## src/rtl/apb_rb_controller_p_if.sv

```systemverilog
// APB3 slave bus plus register-bank side channel for apb_rb_controller_p.
// The slave modport is the controller's view; the master modport is the
// view of whatever drives the APB bus and models the register bank.
interface apb_rb_controller_p_if #(
    parameter int ADDR_W = 9,
    parameter int DATA_W = 8
) ();
    // APB side
    logic [ADDR_W-1:0] paddr;
    logic              psel;
    logic              penable;
    logic              pwrite;
    logic [DATA_W-1:0] pwdata;
    logic [DATA_W-1:0] prdata;
    logic              pready;
    logic              pslverr;
    logic              apb_rd_done;

    // Register-bank side
    logic              rb_ack;
    logic [DATA_W-1:0] rb_rdata;
    logic              rb_rd_done;
    logic [ADDR_W-1:0] rb_addr;
    logic [DATA_W-1:0] rb_wdata;
    logic              rb_req;
    logic              rb_rw;
    logic              rb_idle;

    modport slave (
        input  paddr, psel, penable, pwrite, pwdata,
        input  rb_ack, rb_rdata, rb_rd_done,
        output prdata, pready, pslverr, apb_rd_done,
        output rb_addr, rb_wdata, rb_req, rb_rw, rb_idle
    );

    modport master (
        output paddr, psel, penable, pwrite, pwdata,
        output rb_ack, rb_rdata, rb_rd_done,
        input  prdata, pready, pslverr, apb_rd_done,
        input  rb_addr, rb_wdata, rb_req, rb_rw, rb_idle
    );
endinterface

```

## src/rtl/apb_rb_controller_p.sv

```systemverilog
// APB3 slave controller fronting the APB-to-burst register bank.
// Setup phase latches the request and decodes it; REQ holds rb_req until the
// bank acknowledges or a bounded timeout expires; DONE/ERR present a
// one-cycle registered completion. A local read-only status register reports
// {busy, sticky read-done}.
module apb_rb_controller_p #(
    parameter int ADDR_W      = 9,
    parameter int DATA_W      = 8,
    parameter int LEN_ADDR    = 256,
    parameter int STATUS_ADDR = 257,
    parameter int START_ADDR  = 258,
    parameter int TIMEOUT     = 16
) (
    input  logic clk,
    input  logic rst_n,
    apb_rb_controller_p_if.slave bus
);

    localparam int CNT_W = $clog2(TIMEOUT + 1);

    localparam logic [ADDR_W-1:0] LEN_A    = ADDR_W'(LEN_ADDR);
    localparam logic [ADDR_W-1:0] STATUS_A = ADDR_W'(STATUS_ADDR);
    localparam logic [ADDR_W-1:0] START_A  = ADDR_W'(START_ADDR);
    localparam logic [CNT_W-1:0]  TO_C     = CNT_W'(TIMEOUT);

    localparam logic [1:0] ST_IDLE = 2'd0;
    localparam logic [1:0] ST_REQ  = 2'd1;
    localparam logic [1:0] ST_DONE = 2'd2;
    localparam logic [1:0] ST_ERR  = 2'd3;

    // Status word: bit1 = burst configured/busy (~rb_idle), bit0 = sticky read-done.
    function automatic logic [DATA_W-1:0] status_word(input logic idle, input logic sticky);
        logic [DATA_W-1:0] w;
        w    = {DATA_W{1'b0}};
        w[1] = ~idle;
        w[0] = sticky;
        return w;
    endfunction

    logic [1:0]        state_r;
    logic [1:0]        state_nxt_s;
    logic [CNT_W-1:0]  cnt_r;
    logic [CNT_W-1:0]  cnt_inc_s;
    logic [ADDR_W-1:0] rb_addr_r;
    logic [DATA_W-1:0] rb_wdata_r;
    logic              rb_rw_r;
    logic              rb_req_r;
    logic [DATA_W-1:0] prdata_r;
    logic              pready_r;
    logic              pslverr_r;
    logic              rb_idle_r;
    logic              sticky_r;

    logic              setup_s;
    logic              addr_bad_s;
    logic              status_hit_s;
    logic              complete_s;

    // Setup-phase detection, address decode and completion qualifier.
    always_comb begin
        setup_s      = (state_r == ST_IDLE) && bus.psel && !bus.penable;
        addr_bad_s   = (bus.paddr > START_A);
        status_hit_s = (bus.paddr == STATUS_A);
        complete_s   = (state_r == ST_DONE) && bus.psel && bus.penable;
        cnt_inc_s    = cnt_r + {{(CNT_W-1){1'b0}}, 1'b1};
    end

    // Next-state logic; a dropped psel aborts any in-flight transfer.
    always_comb begin
        state_nxt_s = state_r;
        case (state_r)
            ST_IDLE: begin
                if (setup_s) begin
                    if (addr_bad_s || (bus.pwrite && status_hit_s)) begin
                        state_nxt_s = ST_ERR;
                    end else if (status_hit_s) begin
                        state_nxt_s = ST_DONE;
                    end else begin
                        state_nxt_s = ST_REQ;
                    end
                end else begin
                    state_nxt_s = ST_IDLE;
                end
            end
            ST_REQ: begin
                if (!bus.psel) begin
                    state_nxt_s = ST_IDLE;
                end else if (bus.rb_ack) begin
                    // ack on the final allowed cycle still wins over timeout
                    state_nxt_s = ST_DONE;
                end else if (cnt_inc_s == TO_C) begin
                    state_nxt_s = ST_ERR;
                end else begin
                    state_nxt_s = ST_REQ;
                end
            end
            ST_DONE: state_nxt_s = ST_IDLE;
            ST_ERR:  state_nxt_s = ST_IDLE;
            default: state_nxt_s = ST_IDLE;
        endcase
    end

    // State register.
    always_ff @(posedge clk or negedge rst_n) begin
        if (!rst_n) begin
            state_r <= ST_IDLE;
        end else begin
            state_r <= state_nxt_s;
        end
    end

    // Ack-wait counter: cleared on entry to REQ, counts each REQ cycle.
    always_ff @(posedge clk or negedge rst_n) begin
        if (!rst_n) begin
            cnt_r <= {CNT_W{1'b0}};
        end else if (setup_s) begin
            cnt_r <= {CNT_W{1'b0}};
        end else if (state_r == ST_REQ) begin
            cnt_r <= cnt_inc_s;
        end
    end

    // Latch the APB request into the register-bank address/data/direction.
    always_ff @(posedge clk or negedge rst_n) begin
        if (!rst_n) begin
            rb_addr_r  <= {ADDR_W{1'b0}};
            rb_wdata_r <= {DATA_W{1'b0}};
            rb_rw_r    <= 1'b0;
        end else if (setup_s) begin
            rb_addr_r  <= bus.paddr;
            rb_wdata_r <= bus.pwdata;
            rb_rw_r    <= bus.pwrite;
        end
    end

    // Registered request and completion flags, all derived from the next state.
    always_ff @(posedge clk or negedge rst_n) begin
        if (!rst_n) begin
            rb_req_r  <= 1'b0;
            pready_r  <= 1'b0;
            pslverr_r <= 1'b0;
        end else begin
            rb_req_r  <= (state_nxt_s == ST_REQ);
            pready_r  <= (state_nxt_s == ST_DONE) || (state_nxt_s == ST_ERR);
            pslverr_r <= (state_nxt_s == ST_ERR);
        end
    end

    // Read data: status word on a status read, bank data on an acked read.
    always_ff @(posedge clk or negedge rst_n) begin
        if (!rst_n) begin
            prdata_r <= {DATA_W{1'b0}};
        end else if (setup_s && !bus.pwrite && status_hit_s) begin
            prdata_r <= status_word(rb_idle_r, sticky_r);
        end else if ((state_r == ST_REQ) && bus.psel && bus.rb_ack && !rb_rw_r) begin
            prdata_r <= bus.rb_rdata;
        end
    end

    // Burst-config idle flag, changed only by completed LEN/START writes.
    always_ff @(posedge clk or negedge rst_n) begin
        if (!rst_n) begin
            rb_idle_r <= 1'b1;
        end else if (complete_s && rb_rw_r && (rb_addr_r == LEN_A)) begin
            rb_idle_r <= 1'b0;
        end else if (complete_s && rb_rw_r && (rb_addr_r == START_A)) begin
            rb_idle_r <= 1'b1;
        end
    end

    // Sticky read-done: a new pulse takes priority over a status-read clear.
    always_ff @(posedge clk or negedge rst_n) begin
        if (!rst_n) begin
            sticky_r <= 1'b0;
        end else if (bus.rb_rd_done) begin
            sticky_r <= 1'b1;
        end else if (complete_s && !rb_rw_r && (rb_addr_r == STATUS_A)) begin
            sticky_r <= 1'b0;
        end
    end

    // pready/pslverr are qualified by the live access phase so an aborted
    // transfer can never show a completion without psel&penable.
    assign bus.pready      = pready_r & bus.psel & bus.penable;
    assign bus.pslverr     = pslverr_r & bus.psel & bus.penable;
    assign bus.prdata      = prdata_r;
    assign bus.apb_rd_done = sticky_r;
    assign bus.rb_addr     = rb_addr_r;
    assign bus.rb_wdata    = rb_wdata_r;
    assign bus.rb_req      = rb_req_r;
    assign bus.rb_rw       = rb_rw_r;
    assign bus.rb_idle     = rb_idle_r;

endmodule

```

## src/flat_wrapper.sv

```systemverilog
// flat-port wrapper written by rule: the top's interface ports become plain ports
module apb_rb_controller_p_flat 
#(
    parameter int ADDR_W      = 9,
    parameter int DATA_W      = 8,
    parameter int LEN_ADDR    = 256,
    parameter int STATUS_ADDR = 257,
    parameter int START_ADDR  = 258,
    parameter int TIMEOUT     = 16
)
  (clk, rst_n, bus_paddr, bus_psel, bus_penable, bus_pwrite, bus_pwdata, bus_rb_ack, bus_rb_rdata, bus_rb_rd_done, bus_prdata, bus_pready, bus_pslverr, bus_apb_rd_done, bus_rb_addr, bus_rb_wdata, bus_rb_req, bus_rb_rw, bus_rb_idle);
  apb_rb_controller_p_if #(.ADDR_W(ADDR_W), .DATA_W(DATA_W)) bus_i ();
  input  logic clk;
  input  logic rst_n;
  input wire logic [$bits(bus_i.paddr)-1:0] bus_paddr;
  input wire logic [$bits(bus_i.psel)-1:0] bus_psel;
  input wire logic [$bits(bus_i.penable)-1:0] bus_penable;
  input wire logic [$bits(bus_i.pwrite)-1:0] bus_pwrite;
  input wire logic [$bits(bus_i.pwdata)-1:0] bus_pwdata;
  input wire logic [$bits(bus_i.rb_ack)-1:0] bus_rb_ack;
  input wire logic [$bits(bus_i.rb_rdata)-1:0] bus_rb_rdata;
  input wire logic [$bits(bus_i.rb_rd_done)-1:0] bus_rb_rd_done;
  output wire logic [$bits(bus_i.prdata)-1:0] bus_prdata;
  output wire logic [$bits(bus_i.pready)-1:0] bus_pready;
  output wire logic [$bits(bus_i.pslverr)-1:0] bus_pslverr;
  output wire logic [$bits(bus_i.apb_rd_done)-1:0] bus_apb_rd_done;
  output wire logic [$bits(bus_i.rb_addr)-1:0] bus_rb_addr;
  output wire logic [$bits(bus_i.rb_wdata)-1:0] bus_rb_wdata;
  output wire logic [$bits(bus_i.rb_req)-1:0] bus_rb_req;
  output wire logic [$bits(bus_i.rb_rw)-1:0] bus_rb_rw;
  output wire logic [$bits(bus_i.rb_idle)-1:0] bus_rb_idle;
  assign bus_i.paddr = bus_paddr;
  assign bus_i.psel = bus_psel;
  assign bus_i.penable = bus_penable;
  assign bus_i.pwrite = bus_pwrite;
  assign bus_i.pwdata = bus_pwdata;
  assign bus_i.rb_ack = bus_rb_ack;
  assign bus_i.rb_rdata = bus_rb_rdata;
  assign bus_i.rb_rd_done = bus_rb_rd_done;
  assign bus_prdata = bus_i.prdata;
  assign bus_pready = bus_i.pready;
  assign bus_pslverr = bus_i.pslverr;
  assign bus_apb_rd_done = bus_i.apb_rd_done;
  assign bus_rb_addr = bus_i.rb_addr;
  assign bus_rb_wdata = bus_i.rb_wdata;
  assign bus_rb_req = bus_i.rb_req;
  assign bus_rb_rw = bus_i.rb_rw;
  assign bus_rb_idle = bus_i.rb_idle;
  apb_rb_controller_p #(.ADDR_W(ADDR_W), .DATA_W(DATA_W), .LEN_ADDR(LEN_ADDR), .STATUS_ADDR(STATUS_ADDR), .START_ADDR(START_ADDR), .TIMEOUT(TIMEOUT)) u_core (.clk(clk), .rst_n(rst_n), .bus(bus_i));
endmodule
```

## config.mk

```make
export PLATFORM = sky130hd
export DESIGN_NAME = apb_rb_controller_p_flat
export DESIGN_NICKNAME = d
export VERILOG_FILES = /design/src/rtl/apb_rb_controller_p_if.sv /design/src/rtl/apb_rb_controller_p.sv /design/src/flat_wrapper.sv
export SDC_FILE = /design/constraint.sdc
export NUM_CORES = 1
export LEC_CHECK = 0
export CAP_MARGIN = 10
export CELL_PAD_IN_SITES_DETAIL_PLACEMENT = 1
export CELL_PAD_IN_SITES_GLOBAL_PLACEMENT = 1
export CORE_UTILIZATION = 36
export DETAILED_ROUTE_END_ITERATION = 8
export HOLD_SLACK_MARGIN = 0.05
export PLACE_DENSITY_LB_ADDON = 0.15
export SLEW_MARGIN = 15
export SYNTH_ARGS = -nofsm -noshare
export SYNTH_HDL_FRONTEND = slang
export SYNTH_SLANG_ARGS = --single-unit
```

## constraint.sdc

```tcl
create_clock -name clk -period 3.8 [get_ports clk]
set_input_delay 0.57 -clock clk [delete_from_list [all_inputs] [get_ports clk]]
set_output_delay 0.57 -clock clk [all_outputs]
set_load 0.02 [all_outputs]
```

==> flow_summary.rst, run 1 <==
.. list-table::
   :header-rows: 1

   * - Metric
     - Value
   * - Overflow left after global routing
     - 0
   * - Port-buffer cells
     - 62
   * - Clock tree from TritonCTS
     - built
   * - CP arrival
     - 2.01 ns
   * - Worst rel slew slack
     - 45.0%
   * - Yosys warning count
     - 0
   * - Final max-slew violation count
     - 0
   * - Worst vdd ir
     - 0.311 mV
   * - Type of the worst setup path
     - primary input to primary output
   * - Unrepaired setup endpoints after global routing
     - false
   * - Number of DRC violations after detailed routing
     - 0
   * - Layout cell share with drive strength beyond 1
     - 17.1%
   * - Setup crit start kind
     - primary input
   * - Power density relative to cell area
     - 550 mW/mm^2
   * - Most used DFF post-synth
     - dfrtp_1
   * - Worst min-delay path category
     - primary input to async pin
   * - # rows
     - 24
   * - I/O pin count
     - 63
   * - Number of design-rule violations left by the first detailed-router iteration
     - 28
   * - Area of the core
     - 0.00435 mm^2
   * - Post-layout min period
     - 2.58 ns
   * - Number of diodes
     - 0
   * - Antenna violations before repair
     - 0
   * - Synth Register Bits
     - 37
   * - Clock buffers created by TritonCTS
     - 5
   * - Clock network latency to the later pin of the worst-skew pair
     - 0.28 ns
   * - Root buf cell
     - clkbuf_8
   * - Detailed-route wire length per cell
     - 16.7 um
   * - Highest net fanout along the worst path
     - 6
   * - Post-CTS Hold Buffers
     - 0
   * - Period utilization
     - 67.9%
   * - Placed Cells
     - 238
   * - TNS Setup
     - 0 ns
   * - All-layer global routing usage
     - 19.4%
   * - Critical path's slowest cell
     - clkdlybuf4s50_1
   * - Final HPWL from detailed placement
     - 3.11 mm
   * - Seq/Total Area, Yosys
     - 57.0%
   * - Floorplan die height
     - 69.2 um
   * - Post-synthesis async set-or-reset flop share
     - 100%
   * - Number of violations of the max-capacitance limit
     - 0
   * - Length of the first detailed-routing pass in iterations
     - 5
   * - Final Non-Filler Cells
     - 245
   * - Critical path cell sequence
     - clkdlybuf4s50_1 > and3_1 > clkdlybuf4s50_1
   * - Routed wire length
     - 4.08 mm
   * - Maximum achievable frequency
     - 388 MHz
   * - Fin. Hold Viols
     - 0
   * - Longest individual stage delay on the worst path
     - 0.61 ns
   * - Global-route wire length before repair
     - 7.12 mm
   * - Number of global-route vias before repair
     - 1419
   * - Number of distinct standard cells referenced by the synthesized netlist
     - 31
   * - Slew of the pin with the lowest slew margin
     - 0.826 ns
   * - DIE WIDTH
     - 69.2 um
   * - Starting utilization of the core area
     - 37.3%
   * - Pin count of the biggest net entering global routing
     - 38
   * - Avg Inst Size Synth
     - 13.0 um^2
   * - EDFF count, synth
     - 0
   * - Count of cells resized by post-cts repair
     - 0
   * - Setup crit end kind
     - primary output
   * - Post-route ant nets
     - 0
   * - Most frequent CP cell
     - clkdlybuf4s50_1
   * - Mapped Area
     - 0.00163 mm^2
   * - Total via count in the routed design
     - 1258
   * - Die Footprint
     - 0.00479 mm^2
   * - Run status
     - complete, no violations
   * - CP delay by family, top
     - buffers and inverters
   * - Data required, critical path
     - 3.23 ns
   * - Setup violations, final
     - 0
   * - Worst path buffer plus inverter count
     - 2
   * - Area added between synthesis and finish
     - 46.7%
   * - Post-synthesis instance total
     - 125
   * - Final weighted congestion in routability-driven placement
     - 0.688
   * - Clock net sink count
     - 37
   * - Via density per instance
     - 5.13
   * - Number of buffers on the longest clock path
     - 2
   * - Clock transition at the registers of the reported paths
     - 0.07 ns
   * - Syn Nets
     - 158
   * - Net count reported at finish
     - 226
   * - Number of H-tree branching levels
     - 2
   * - Post-route clock skew
     - 0.00391 ns
   * - Number of buffers added for setup after CTS
     - 0
   * - Leakage Power
     - 0.978 nW
[registers in the layout (all words and copies together) (netlist names)]
name and flops:
u_core.pready_r 1, u_core.bus.apb_rd_done 1, u_core.bus.rb_req 1, u_core.bus.rb_idle 1
u_core.cnt_r 5, u_core.bus.rb_wdata 8, u_core.bus.prdata 8, u_core.bus.rb_rw 1
u_core.state_r 1, u_core.pslverr_r 1, u_core.bus.rb_addr 9
[per-layer routing]
metal  track usage, %  up-vias  wire [um]
met4             7.48        0         72
met3             5.81        7        201
met2             32.7       38       2160
met5                0        -          0
li1                 -      583          -
met1             23.4      630       1650
[path summary, 6_finish.rpt]
| check | startpoint | end | slack [ns] | cells after the start |
|---|---|---|---|---|
| max | bus_psel | bus_pready | 1.22 | 3 |
| max in group asynchronous | rst_n | u_core.bus.prdata[5] | 2.90 | 1 |
| min in group clk | u_core.bus.rb_wdata[0] | u_core.bus.rb_wdata[0] | 0.51 | 1 |
| min reg2reg | u_core.bus.rb_wdata[0] | u_core.bus.rb_wdata[0] | 0.51 | 1 |
| max reg2reg | u_core.state_r[0] | u_core.bus.prdata[1] | 1.90 | 4 |
| min | rst_n | u_core.cnt_r[0] | 0.38 | 1 |
[cells in the mapped netlist (2+ instances only)]
library cell  instances  area [um^2]
o21ai_0               4         20.0
nand2_1               8         30.0
buf_4                 3         22.5
nor2_1               10         37.5
o211ai_2              2         25.0
mux2_2               19          214
nand3_1               4         20.0
nor4_1                2         12.5
xor2_1                3         26.3
mux2i_1              10          100
and3_1                3         18.8
dfrtp_1              36          901
nor2b_1               3         18.8
[area by class of cell]
| class | instances | area, um^2 |
|---|---|---|
| fill | 451 | 1970 |
| clock buffer | 7 | 86.3 |
| sequential | 37 | 927 |
| timing repair buffer | 64 | 631 |
| multi-input combinational | 85 | 676 |
| tap | 52 | 65.1 |
[through the flow]
step | power (W) | hold WS (ns) | area (um^2) | setup slack (ns) | utilization [%]
3_3_place_gp | 0.00103 | 0.496 | 2300 | 1.25 | 52.8
2_1_floorplan | 0.000791 | 0.274 | 1630 | 2.17 | -
4_1_cts | 0.00134 | 0.392 | 2380 | 1.23 | 54.8
5_1_grt | 0.00139 | 0.440 | 2380 | 1.19 | 54.8
3_5_place_dp | 0.00105 | 0.497 | 2300 | 1.18 | 52.8
6_report | 0.00131 | 0.376 | 2380 | 1.22 | 54.8
[layout by cell type (no fill, tap or decap), types with 3 or more instances in the layout]
cell	n
xor2_1	3
and3_1	3
clkbuf_8	6
nand3_1	4
mux2i_1	10
nand2_1	8
mux2_2	19
nor2b_1	3
nor2_1	10
clkdlybuf4s50_1	61
dfrtp_1	36
o21ai_0	4
[power by group]
| group | internal (W) | switching, W | total (W) |
|---|---|---|---|
| clock | 0.000144 | 0.000126 | 0.000270 |
| sequential | 0.000495 | 0.0000742 | 0.000569 |
| combinational | 0.000251 | 0.000221 | 0.000472 |
| total | 0.000889 | 0.000422 | 0.00131 |
[kinds of logic (layout without fill, tap and decap cells)]
group                    Yosys count  in the layout  synth area share, %
adder cells (fa/ha/maj)            1              1                0.770
buffers and inverters              3             71                 1.39
AO/OA/AOI/OAI                      9              9                 4.08
multiplexers                      29             29                 19.3
XOR/XNOR                           3              3                 1.62
AND/OR/NAND/NOR                   43             43                 15.8
flip-flops                        37             37                 57.0
Note: power is estimated with default switching activity, not from simulation.
==> run 2: changes to the inputs <==
CORE_UTILIZATION = 33   (was 36)
clock period = 2.6 ns   (was 3.8 ns; I/O delays follow)
==> flow_summary.rst, run 2 (same netlist as run 1, synthesis figures left out) <==
.. list-table::
   :header-rows: 1

   * - Metric
     - Value
   * - Run status
     - complete, no violations
   * - Setup violations, final
     - 0
   * - Worst hold slack after final layout
     - 0.188 ns
   * - Routed wire length
     - 4.09 mm
   * - Post-layout min period
     - 2.23 ns
   * - Number of design-rule violations left by the first detailed-router iteration
     - 53
   * - Maximum achievable frequency
     - 449 MHz
   * - Number of global-route vias before repair
     - 1320
   * - Worst rel slew slack
     - 45.4%
   * - Footprint of the multi-input gates
     - 676 um^2
   * - Setup slack after placement
     - 0.392 ns
   * - Share of power burned in the clock network
     - 25.2%
   * - Most frequent cells in the layout
     - clkdlybuf4s50_1 (61), dfrtp_1 (36), mux2_2 (19)
   * - Period utilization
     - 85.6%
   * - Area of the core
     - 0.00472 mm^2
   * - I/O pin count
     - 63
   * - Antenna violations before repair
     - 0
   * - Worst vdd ir
     - 0.619 mV
   * - Most frequent CP cell
     - clkdlybuf4s50_1
   * - Clock transition at the registers of the reported paths
     - 0.07 ns
   * - Setup crit start kind
     - primary input
   * - Leakage Power
     - 0.996 nW
   * - Total via count in the routed design
     - 1246
   * - Root buf cell
     - clkbuf_8
   * - Unrepaired setup endpoints after global routing
     - false
   * - CP delay by family, top
     - buffers and inverters
   * - Final Non-Filler Cells
     - 262
   * - Floorplan die height
     - 72.2 um
   * - Clock buffers created by TritonCTS
     - 5
   * - Pin count of the biggest net entering global routing
     - 38
   * - Data required, critical path
     - 2.21 ns
   * - Fin. Hold Viols
     - 0
   * - DIE WIDTH
     - 72.2 um
   * - Slew of the pin with the lowest slew margin
     - 0.819 ns
   * - Crit path launch
     - bus_psel
   * - Overflow left after global routing
     - 0
   * - Final design utilization
     - 51.8%
   * - Combinational Power Share
     - 34.1%
   * - TNS Setup
     - 0 ns
   * - Placed Cells
     - 254
   * - Post-CTS Hold Buffers
     - 0
   * - Global-route wire length before repair
     - 6.80 mm
   * - Worst min-delay path category
     - primary input to async pin
   * - Port-buffer cells
     - 62
   * - Worst path buffer plus inverter count
     - 2
   * - Most common cell after layout, fill and taps aside
     - clkdlybuf4s50_1
   * - Type of the worst setup path
     - primary input to primary output
   * - Reg2Reg Capture Point
     - u_core.bus.prdata[1]
   * - Critical path's slowest cell
     - clkdlybuf4s50_1
   * - Die Footprint
     - 0.00521 mm^2
   * - Final HPWL from detailed placement
     - 3.12 mm
   * - Final max-slew violation count
     - 0
   * - Switching power total
     - 0.000646 W
   * - Highest net fanout along the worst path
     - 6
   * - Starting utilization of the core area
     - 34.4%
   * - Fin worst setup slack
     - 0.373 ns
   * - Fillcell total
     - 494
   * - Sequential group share of total power
     - 40.7%
   * - Number of diodes
     - 0
   * - Worst R2R Path Depth
     - 3
   * - Critical path cell sequence
     - clkdlybuf4s50_1 > and3_1 > clkdlybuf4s50_1
   * - Number of buffers on the longest clock path
     - 2
   * - Clock network latency to the later pin of the worst-skew pair
     - 0.29 ns
   * - # rows
     - 25
   * - Post-route clock skew
     - 0.00729 ns
   * - Number of buffers added for setup after CTS
     - 0
   * - Detailed-route wire length per cell
     - 15.6 um
   * - Reg2reg setup slack
     - 0.99 ns
   * - Length of the first detailed-routing pass in iterations
     - 4
   * - Number of H-tree branching levels
     - 2
   * - Register cell area after layout
     - 927 um^2
   * - Post-route ant nets
     - 0
   * - Final weighted congestion in routability-driven placement
     - 0.785
   * - Clock net sink count
     - 37
   * - Cell internal pwr
     - 0.00140 W
   * - All-layer global routing usage
     - 17.9%
   * - FF-to-FF Start
     - u_core.state_r[0]
   * - CP arrival
     - 1.84 ns
   * - Clock tree from TritonCTS
     - built
   * - Longest individual stage delay on the worst path
     - 0.63 ns
   * - Net count reported at finish
     - 227
   * - Count of cells resized by post-cts repair
     - 0
   * - Number of flip-flops in the largest register
     - 9
   * - Layout cell share with drive strength beyond 1
     - 18.5%
   * - Number of DRC violations after detailed routing
     - 0
   * - Switching portion of total power
     - 31.5%
   * - Setup crit end kind
     - primary output
   * - Area added between synthesis and finish
     - 50.4%
   * - Number of violations of the max-capacitance limit
     - 0
   * - Power density relative to cell area
     - 838 mW/mm^2
   * - Via density per instance
     - 4.76
run 2: changes by cell type in the layout (fill, tap and decap cells not counted):
cell,before,now
clkinvlp_4,0,1
bufinv_16,0,1
buf_4,2,3
clkbuf_1,1,0
run 2: power groups by stage:
stage / clock network, W / logic (W) / registers [W]
after floorplan: 0 / 0.000175 / 0.000981
after global placement: 0 / 0.000681 / 0.000831
after detailed placement: 0 / 0.000704 / 0.000847
after CTS: 0.000531 / 0.000710 / 0.000837
after global routing: 0.000569 / 0.000743 / 0.000861
final: 0.000516 / 0.000697 / 0.000834
run 2: layout make-up:
cell class | instances | share of cell area [%]
clock buffer | 6 | 3.38
clock inverter | 2 | 1.54
sequential | 37 | 37.9
tap | 67 | 3.43
multi-input combinational | 85 | 27.6
timing repair buffer | 65 | 26.1
run 2: stage by stage:
stage	total power, W	cell area (um^2)
floorplan	0.00116	1630
global placement	0.00151	2320
detailed placement	0.00155	2320
CTS	0.00208	2440
global route	0.00217	2440
finish	0.00205	2440
run 2: how the worst max path moves through the flow:
stage	depth (start not counted)	to	slack, ns
3_3_place_gp	3	bus_pready	0.40
4_1_cts	3	bus_pready	0.38
6_report	3	bus_pready	0.37
3_5_place_dp	3	bus_pready	0.39
5_1_grt	3	bus_pready	0.32
2_1_floorplan	3	u_core.bus.rb_addr[1]	1.13
run 2: worst register-to-register path, stage by stage, from the launching register on:
cell and delay (ns):
dfrtp_1 0.45, nor4b_4 0.36, and4_1 0.49, mux2i_1 0.24
run 2: routing by layer:
layer	wire length [um]	part of all wire [%]	up-vias	GRT usage, %
li1	-	-	585	-
met1	1750	43	615	21.6
met2	2010	49	41	29.2
met3	258	6.3	5	5.97
met4	65	1.6	0	7.84
met5	0	0	-	0
==> run 3: changes to the inputs <==
CORE_MARGIN = 2   (was default)
CORE_UTILIZATION = 45   (was 33)
DONT_BUFFER_PORTS = 1   (was default)
==> flow_summary.rst, run 3 (same netlist as run 1, synthesis figures left out) <==
.. list-table::
   :header-rows: 1

   * - Metric
     - Value
   * - Total via count in the routed design
     - 1028
   * - Setup violations, final
     - 0
   * - Critical path cell sequence
     - nor4b_4 > buf_4 > o2bb2ai_1 > nor2b_1
   * - Number of design-rule violations left by the first detailed-router iteration
     - 26
   * - Via density per instance
     - 5.71
   * - Min-delay src
     - bus_rb_rd_done
   * - Overflow left after global routing
     - 0
   * - FF-to-FF Start
     - u_core.state_r[0]
   * - Worst vdd ir
     - 0.414 mV
   * - Fin. Hold Viols
     - 0
   * - Post-route ant nets
     - 0
   * - Final HPWL from detailed placement
     - 2.62 mm
   * - Leakage Power
     - 0.753 nW
   * - Clock net sink count
     - 37
   * - Met2 Resource Use GR
     - 30.6%
   * - Worst R2R Path Depth
     - 4
   * - Maximum achievable frequency
     - 596 MHz
   * - Clock tree from TritonCTS
     - built
   * - Area after DPL
     - 0.00168 mm^2
   * - Number of global-route vias before repair
     - 1134
   * - Final weighted congestion in routability-driven placement
     - 0.709
   * - Setup crit end kind
     - flip-flop
   * - Number of violations of the max-capacitance limit
     - 0
   * - Worst hold path stage count
     - 1
   * - Power density relative to cell area
     - 914 mW/mm^2
   * - Most common cell after layout, fill and taps aside
     - dfrtp_1
   * - Root buf cell
     - clkbuf_4
   * - Clock buffers created by TritonCTS
     - 5
   * - All-layer global routing usage
     - 18.2%
   * - Crit path launch
     - u_core.state_r[0]
   * - Run status
     - complete, no violations
   * - Setup crit start kind
     - flip-flop
   * - Final max-slew violation count
     - 0
   * - Slew of the pin with the lowest slew margin
     - 0.444 ns
   * - Number of stages on the worst setup path
     - 4
   * - Period utilization
     - 64.5%
   * - Antenna violations before repair
     - 0
   * - Number of buffers added for setup after CTS
     - 0
   * - I/O pin count
     - 63
   * - Placed Cells
     - 170
   * - Pin count of the biggest net entering global routing
     - 38
   * - Data required, critical path
     - 2.85 ns
   * - Final Non-Filler Cells
     - 180
   * - Met1 Track Usage GR
     - 20.6%
   * - Final standard cell area without fillers
     - 0.00179 mm^2
   * - Post-layout min period
     - 1.68 ns
   * - Clock transition at the registers of the reported paths
     - 0.11 ns
   * - DIE WIDTH
     - 64.1 um
   * - Number of buffers on the longest clock path
     - 2
   * - Unrepaired setup endpoints after global routing
     - false
   * - CP delay by family, top
     - simple AND/OR/NAND/NOR gates
   * - Global-route wire length before repair
     - 5.61 mm
   * - Most frequent cells in the layout
     - dfrtp_1 (36), mux2_2 (19), mux2i_1 (10), nor2_1 (10), nand2_1 (8)
   * - Longest individual stage delay on the worst path
     - 0.47 ns
   * - Length of the first detailed-routing pass in iterations
     - 4
   * - Fin worst setup slack
     - 0.924 ns
   * - Worst path buffer plus inverter count
     - 1
   * - Met3 GRT Util
     - 7.57%
   * - Worst rel slew slack
     - 70.1%
   * - Post-route clock skew
     - 0.0105 ns
   * - Area added between synthesis and finish
     - 10.2%
   * - Worst hold slack after final layout
     - 0.148 ns
   * - CP arrival
     - 1.93 ns
   * - Post-CTS Hold Buffers
     - 2
   * - Number of DRC violations after detailed routing
     - 0
   * - Port-buffer cells
     - 0
   * - Layer with the highest usage after global routing
     - met2
   * - Routed wire length
     - 3.39 mm
   * - Die Footprint
     - 0.00411 mm^2
   * - # rows
     - 21
   * - Number of H-tree branching levels
     - 2
   * - TNS Setup
     - 0 ns
   * - Area of the core
     - 0.00342 mm^2
   * - Highest net fanout along the worst path
     - 12
   * - Type of the worst setup path
     - flip-flop to flip-flop
   * - Critical path's slowest cell
     - dfrtp_1
   * - Number of flip-flops in the largest register
     - 9
   * - Layout cell share with drive strength beyond 1
     - 25.4%
   * - Detailed-route wire length per cell
     - 18.8 um
   * - Floorplan die height
     - 64.1 um
   * - Count of cells resized by post-cts repair
     - 0
   * - Net count reported at finish
     - 166
   * - Starting utilization of the core area
     - 47.6%
   * - Worst min-delay path category
     - primary input to flip-flop
   * - Clock network latency to the later pin of the worst-skew pair
     - 0.34 ns
   * - Setup slack after placement
     - 0.958 ns
   * - Number of diodes
     - 0
run 3: changes by cell type in the layout (fill, tap and decap cells not counted):
cell	change
clkbuf_8	-5
clkbuf_1	+1
clkinvlp_4	-1
clkbuf_4	+5
clkdlybuf4s50_1	-61
buf_2	-1
buf_12	+1
dlygate4sd3_1	+1
buf_4	-1
run 3: where the power goes:
group / internal (W) / switching (W) / leakage, nW
Clock: 0.000230 / 0.000186 / 0.0455
Sequential: 0.000720 / 0.000284 / 0.450
Combinational: 0.000121 / 0.0000966 / 0.257
run 3: area by class of cell:
| cell class | instances | area [um^2] |
|---|---|---|
| clock buffer | 7 | 55.1 |
| clock inverter | 1 | 30.0 |
| fill | 364 | 1630 |
| multi-input combinational | 85 | 676 |
| sequential | 37 | 927 |
| tap | 46 | 57.6 |
| timing repair buffer | 4 | 45.0 |
run 3: worst paths after layout:
kind / to / slack, ns
min: u_core.bus.apb_rd_done / 0.15
max in group asynchronous: u_core.bus.rb_idle / 1.85
max reg2reg: u_core.bus.rb_req / 0.92
max: u_core.bus.rb_req / 0.92
min reg2reg: u_core.cnt_r[0] / 0.54
min in group asynchronous: u_core.cnt_r[4] / 0.49
run 3: per-stage QoR:
step	utilization, %	power, W
2_1_floorplan	-	0.00116
3_3_place_gp	49.0	0.00121
3_5_place_dp	49.0	0.00123
4_1_cts	52.4	0.00166
5_1_grt	52.4	0.00173
6_report	52.4	0.00164
run 3: layer usage:
layer / share of wire (%) / routed length (um)
met4: 1.4 / 48
met1: 39 / 1310
met5: 0 / 0
met2: 51 / 1730
met3: 8.8 / 297
